<file path="config.mk">
export PLATFORM = sky130hd
export DESIGN_NAME = sensor_responder
export DESIGN_NICKNAME = d
export VERILOG_FILES = /design/src/rtl/sensor_responder_pkg.sv /design/src/rtl/sensor_responder_crc8_gen.sv /design/src/rtl/sensor_responder.sv
export SDC_FILE = /design/constraint.sdc
export NUM_CORES = 1
export LEC_CHECK = 0
export ABC_AREA = 1
export BUFFER_PORTS_ARGS = -buffer_cell sky130_fd_sc_hd__buf_2
export CAP_MARGIN = 40
export CORE_MARGIN = 5
export CORE_UTILIZATION = 40
export DETAILED_ROUTE_END_ITERATION = 8
export MAX_ROUTING_LAYER = met4
export PLACE_DENSITY = 0.63
export SETUP_SLACK_MARGIN = 0.05
export SYNTH_ARGS = -nofsm -noshare
export SYNTH_HDL_FRONTEND = slang
export SYNTH_SLANG_ARGS = --single-unit
</file>
<file path="constraint.sdc">
create_clock -name clock -period 1.35 [get_ports clock]
set_clock_uncertainty 0.05 [all_clocks]
set_input_delay 0.3375 -clock clock [delete_from_list [all_inputs] [get_ports clock]]
set_output_delay 0.3375 -clock clock [all_outputs]
set_load 0.02 [all_outputs]
</file>
<file path="src/rtl/sensor_responder_pkg.sv">
// Shared definitions for the sensor node responder and the poller-side CRC checker.
package sensor_responder_pkg;

  // Responder FSM encodings; the numeric values are visible on the debug port.
  typedef enum logic [2:0] {
    ST_IDLE      = 3'd0,
    ST_DECODE    = 3'd1,
    ST_SEND_DATA = 3'd2,
    ST_WAIT_DATA = 3'd3,
    ST_SEND_CRC  = 3'd4,
    ST_WAIT_CRC  = 3'd5
  } state_t;

  localparam logic [7:0] CRC_POLY      = 8'h07;
  localparam logic [7:0] ALARM_CODE    = 8'hFF;
  localparam logic [2:0] RECOVERY_ADDR = 3'd0;

  // Last wait-counter value before a byte whose busy flag never rose is taken as sent.
  localparam logic [1:0] TX_TIMEOUT_LAST = 2'd3;

  // CRC-8 over one byte: init 0x00, MSB first, no reflection, no final XOR.
  function automatic logic [7:0] crc8_byte(input logic [7:0] data);
    logic [7:0] c;
    c = data;
    for (int i = 32'sd0; i < 32'sd8; i++) begin
      if (c[7]) begin
        c = {c[6:0], 1'b0} ^ CRC_POLY;
      end else begin
        c = {c[6:0], 1'b0};
      end
    end
    return c;
  endfunction

endpackage

</file>
<file path="src/rtl/sensor_responder_crc8_gen.sv">
// Combinational CRC-8 of a single byte, shared with the poller-side checker.
module crc8_gen (
  input  logic [7:0] data,
  output logic [7:0] crc
);
  import sensor_responder_pkg::*;

  assign crc = crc8_byte(data);

endmodule

</file>
<file path="src/rtl/sensor_responder.sv">
// Sensor node responder: answers a one-byte poll with payload then CRC-8,
// keeps a sticky alarm that a broadcast recovery command clears.
module sensor_responder #(
  parameter logic [2:0] NODE_ID = 3'd1
) (
  input  logic       clock,
  input  logic       resetn,
  input  logic [7:0] rx_dout,
  input  logic       rx_rdy,
  output logic       rx_rdy_clr,
  output logic [7:0] tx_din,
  output logic       tx_wr_en,
  input  logic       tx_busy,
  input  logic [7:0] sensor_value,
  input  logic       alarm_in,
  output logic       alarm_latched,
  output logic [2:0] state
);
  import sensor_responder_pkg::*;

  state_t     state_r, state_n;
  logic [7:0] req_r, req_n;
  logic [7:0] payload_r, payload_n;
  logic [7:0] crc_r, crc_n;
  logic [7:0] tx_din_r, tx_din_n;
  logic       tx_wr_en_r, tx_wr_en_n;
  logic       rx_rdy_clr_r, rx_rdy_clr_n;
  logic       alarm_r, alarm_n;
  logic       seen_busy_r, seen_busy_n;
  logic [1:0] wait_cnt_r, wait_cnt_n;
  logic [7:0] crc_s;
  logic       alarm_clr_s;
  logic       tx_done_s;
  logic       req_unused_s;

  // Upper request bits carry no meaning for this node.
  assign req_unused_s = ^req_r[7:3];

  crc8_gen u_crc8_gen (
    .data (payload_r),
    .crc  (crc_s)
  );

  // A byte is done once busy was seen and has dropped, or busy never rose in time.
  assign tx_done_s = seen_busy_r || (wait_cnt_r == TX_TIMEOUT_LAST);

  // Next-state and next-register values for the request/reply sequencer.
  always_comb begin
    state_n      = state_r;
    req_n        = req_r;
    payload_n    = payload_r;
    crc_n        = crc_r;
    tx_din_n     = tx_din_r;
    tx_wr_en_n   = 1'b0;
    rx_rdy_clr_n = 1'b0;
    seen_busy_n  = seen_busy_r;
    wait_cnt_n   = wait_cnt_r;
    alarm_clr_s  = 1'b0;
    case (state_r)
      ST_IDLE: begin
        if (rx_rdy) begin
          req_n        = rx_dout;
          rx_rdy_clr_n = 1'b1;
          state_n      = ST_DECODE;
        end else begin
          state_n = ST_IDLE;
        end
      end
      ST_DECODE: begin
        if (req_r[2:0] == RECOVERY_ADDR) begin
          alarm_clr_s = 1'b1;
          state_n     = ST_IDLE;
        end else if (req_r[2:0] == NODE_ID) begin
          payload_n = alarm_r ? ALARM_CODE : sensor_value;
          state_n   = ST_SEND_DATA;
        end else begin
          state_n = ST_IDLE;
        end
      end
      ST_SEND_DATA, ST_SEND_CRC: begin
        if (!tx_busy) begin
          tx_din_n    = (state_r == ST_SEND_DATA) ? payload_r : crc_r;
          tx_wr_en_n  = 1'b1;
          crc_n       = (state_r == ST_SEND_DATA) ? crc_s : crc_r;
          seen_busy_n = 1'b0;
          wait_cnt_n  = 2'd0;
          state_n     = (state_r == ST_SEND_DATA) ? ST_WAIT_DATA : ST_WAIT_CRC;
        end else begin
          state_n = state_r;
        end
      end
      ST_WAIT_DATA, ST_WAIT_CRC: begin
        if (tx_busy) begin
          seen_busy_n = 1'b1;
        end else if (tx_done_s) begin
          state_n = (state_r == ST_WAIT_DATA) ? ST_SEND_CRC : ST_IDLE;
        end else begin
          wait_cnt_n = wait_cnt_r + 2'd1;
        end
      end
      default: begin
        state_n = ST_IDLE;
      end
    endcase
  end

  // Sticky alarm: a live alarm beats a recovery command in the same cycle.
  always_comb begin
    if (alarm_in) begin
      alarm_n = 1'b1;
    end else if (alarm_clr_s) begin
      alarm_n = 1'b0;
    end else begin
      alarm_n = alarm_r;
    end
  end

  // State and datapath registers with synchronous active-low reset.
  always_ff @(posedge clock) begin
    if (!resetn) begin
      state_r      <= ST_IDLE;
      req_r        <= 8'h00;
      payload_r    <= 8'h00;
      crc_r        <= 8'h00;
      tx_din_r     <= 8'h00;
      tx_wr_en_r   <= 1'b0;
      rx_rdy_clr_r <= 1'b0;
      alarm_r      <= 1'b0;
      seen_busy_r  <= 1'b0;
      wait_cnt_r   <= 2'd0;
    end else begin
      state_r      <= state_n;
      req_r        <= req_n;
      payload_r    <= payload_n;
      crc_r        <= crc_n;
      tx_din_r     <= tx_din_n;
      tx_wr_en_r   <= tx_wr_en_n;
      rx_rdy_clr_r <= rx_rdy_clr_n;
      alarm_r      <= alarm_n;
      seen_busy_r  <= seen_busy_n;
      wait_cnt_r   <= wait_cnt_n;
    end
  end

  assign rx_rdy_clr    = rx_rdy_clr_r;
  assign tx_din        = tx_din_r;
  assign tx_wr_en      = tx_wr_en_r;
  assign alarm_latched = alarm_r;
  assign state         = state_r;

endmodule

</file>
==> flow_metrics.env <==
export IMPL_post_route_period_util_pct=97.06
export IMPL_drt_pass1_iterations=4
export IMPL_vias=1555
export IMPL_nNetsFinal=300
export IMPL_via_per_inst=4.712
export IMPL_dieArea_sq_um=5817
export IMPL_antenna_found_initial=0
export IMPL_root_buffer="clkbuf_8"
export IMPL_die_x_um=76.27
export IMPL_n_antenna_cell=0
export IMPL_syn2layout_area_growth_pct=29.49
export IMPL_syn_inst=233
export IMPL_syn_area_per_cell_sq_um=7.539
export IMPL_grt_pass1_vias=1444
export IMPL_met3_usage_pct=3.901
export IMPL_die_h_um=76.27
export IMPL_worstSetupEndpointType="flop"
export IMPL_finalPower_uw=3261
export IMPL_ys_seq_elements=36
export IMPL_period_minus_slack_ps=1310
export IMPL_drtIter0Drc=41
export IMPL_start_util_pct=40.91
export IMPL_hold_viol_final=0
export IMPL_yosysWarnings=0
export IMPL_synthTopCellsByArea="dfxtp_1, nand2_1, o21ai_0"
export IMPL_portBuffers=29
export IMPL_io_pins=35
export IMPL_cp_arrival_ps=1440
export IMPL_drive_gt1_share_pct=38.13
export IMPL_num_rows=24
export IMPL_ir_worst_vdd_v=0.0007747
export IMPL_grt_pass1_wl_um=6292
export IMPL_cp_slowest_cell="dfxtp_4"
export IMPL_cts_made_buffers=5
export IMPL_use_met1_pct=16.67
export IMPL_rsz0062_at_grt="yes"
export IMPL_cp_start_kind="flop"
export IMPL_synth_distinct_cells=24
export IMPL_critPathBufInv=3
export IMPL_maxCapViolCount=0
export IMPL_grt_max_degree=18
export IMPL_routedWlPerCell_um=11.90
export IMPL_slowest_delay_ps=370
export IMPL_clk_latency_ps=280
export IMPL_syn_nets=255
export IMPL_cts_htree_levels=2
export IMPL_busiest_layer="met2"
export IMPL_yosysSeqAreaShare_pct=41.03
export IMPL_fmax_mhz=763.2
export IMPL_layout_commonest_cell="nand2_1"
export IMPL_required_ps=1480
export IMPL_status="finished, final reports clean"
export IMPL_gp_congestion=0.8731
export IMPL_maxSlewViolCount=0
export IMPL_grt_ovfl_total=0
export IMPL_path_common_cell="nand2_1"
export IMPL_crit_family="flip-flops"
export IMPL_track_usage_pct=13.33
export IMPL_relSlewSlack_pct=80.62
export IMPL_cts_tree="done"
export IMPL_hold_buffers=0
export IMPL_clk_path_buf_depth=2
export IMPL_use_met2_pct=19.78
export IMPL_timing_hold_ws_ps=211.5
export IMPL_hold_path_class="primary input to flop"
export IMPL_synth_top_area_share_pct=41.03
export IMPL_drcViolationCount=0
export IMPL_clock_sinks=36
export IMPL_synth_top_area_cell="dfxtp_1"
export IMPL_leakagePower_uw=0.0009799
export IMPL_worst_pin_slew_ps=289.7
export IMPL_path_cells="inv_4 -> nand3_4 -> buf_12 -> clkbuf_16 -> nand2_1 -> o21ai_0 -> nand2_1 -> a21oi_2"
export IMPL_core_area_sq_um=4294
export IMPL_final_cell_mix="nand2_1, dfxtp_1, buf_2"
export IMPL_critPathKind="flop to flop"
export IMPL_dp_hpwl_um=2677
export IMPL_path_clk_slew_ps=70
export IMPL_cp_max_fo=5
export IMPL_ant_nets=0
export IMPL_finalSetupViolCount=0
export IMPL_drt_total_wl_um=3928
export IMPL_netlist_area_sq_um=1757
export IMPL_power_per_cell_area_nw_per_um2=1433
per-stage QoR:
stage / util (%) / cell area, sq um / setup TNS, ps / setup WS [ps] / instances
global route: 52.97 / 2275 / -75.80 / -36.76 / 330
global placement: 46.91 / 2014 / 0 / 72.56 / 317
floorplan: - / 1760 / 0 / 67.54 / 233
finish: 52.97 / 2275 / 0 / 39.73 / 330
CTS: 48.75 / 2093 / 0 / 57.27 / 324
detailed placement: 46.91 / 2014 / 0 / 68.24 / 317
cell families after synthesis:
group | share of synthesized area, %
compound gates | 19.30
buf+inv | 8.547
xor+xnor | 3.989
fa+ha+maj | 0.7121
flops | 41.03
simple gates | 26.42
flip-flops by register name, summed over array words and instances, names as in the netlist:
name and count:
crc_r 8, payload_r 8, tx_din 8, req_r 3
state 3, wait_cnt_r 2, alarm_latched 1, rx_rdy_clr 1
seen_busy_r 1, tx_wr_en 1
power breakdown:
part	switching (uW)	leakage (uW)	internal (uW)
Clock	367	0.0000410	351
Combinational	685	0.000644	496
Sequential	138	0.000295	1220
Total	1190	0.000980	2070
cells in the mapped netlist:
library cell / instances
o21ai_0: 24
dfxtp_1: 36
nand2_4: 2
nor3_1: 2
nand4_1: 2
a21oi_1: 23
buf_2: 2
clkbuf_1: 3
xor2_1: 7
or2_2: 8
o21ai_1: 5
nand2_1: 46
ha_1: 1
inv_2: 3
nand2_2: 8
xnor2_1: 1
inv_1: 20
buf_6: 2
nor2_8: 1
nor2_1: 11
nand3_2: 1
nand3_1: 15
a21oi_2: 9
buf_12: 1
path summary, 6_finish.rpt:
| kind | slack (ps) | cells past startpoint | to | start |
|---|---|---|---|---|
| worst max-delay path | 40 | 8 | tx_din[4] | state[2] |
| worst min-delay path | 210 | 3 | alarm_latched | alarm_in |
| worst max register to register | 40 | 8 | tx_din[4] | state[2] |
| worst min register to register | 420 | 2 | tx_din[4] | tx_din[4] |
area by class of cell:
| type | count | area (sq um) |
|---|---|---|
| multi-input combinational | 166 | 955.9 |
| clock buffer | 6 | 72.57 |
| clock inverter | 1 | 5.005 |
| sequential | 36 | 734.5 |
| timing repair buffer | 46 | 347.8 |
| tap | 52 | 65.06 |
| inverter | 23 | 93.84 |
| fill | 421 | 2019 |
per-layer routing:
metal / vias to the layer above / share of wire (%)
li1: 847 / -
met1: 674 / 49
met2: 32 / 46
met3: 2 / 4.6
met4: 0 / 1.2
met5: - / 0
worst min-delay path, cell delays in order:
cell	delay (ps)
buf_2	70
a21oi_1	30
nor2_1	70
what timing repair did:
action | 4_1_cts | 5_1_grt
pin swaps | 0 | 10
buffers inserted | 0 | 5
endpoints found under the setup margin | 2 | 29
gates resized for setup | 2 | 44
cloned | 0 | 1
hold endpoints to repair | 0 | 0
Power figures use the tool's default switching activity.
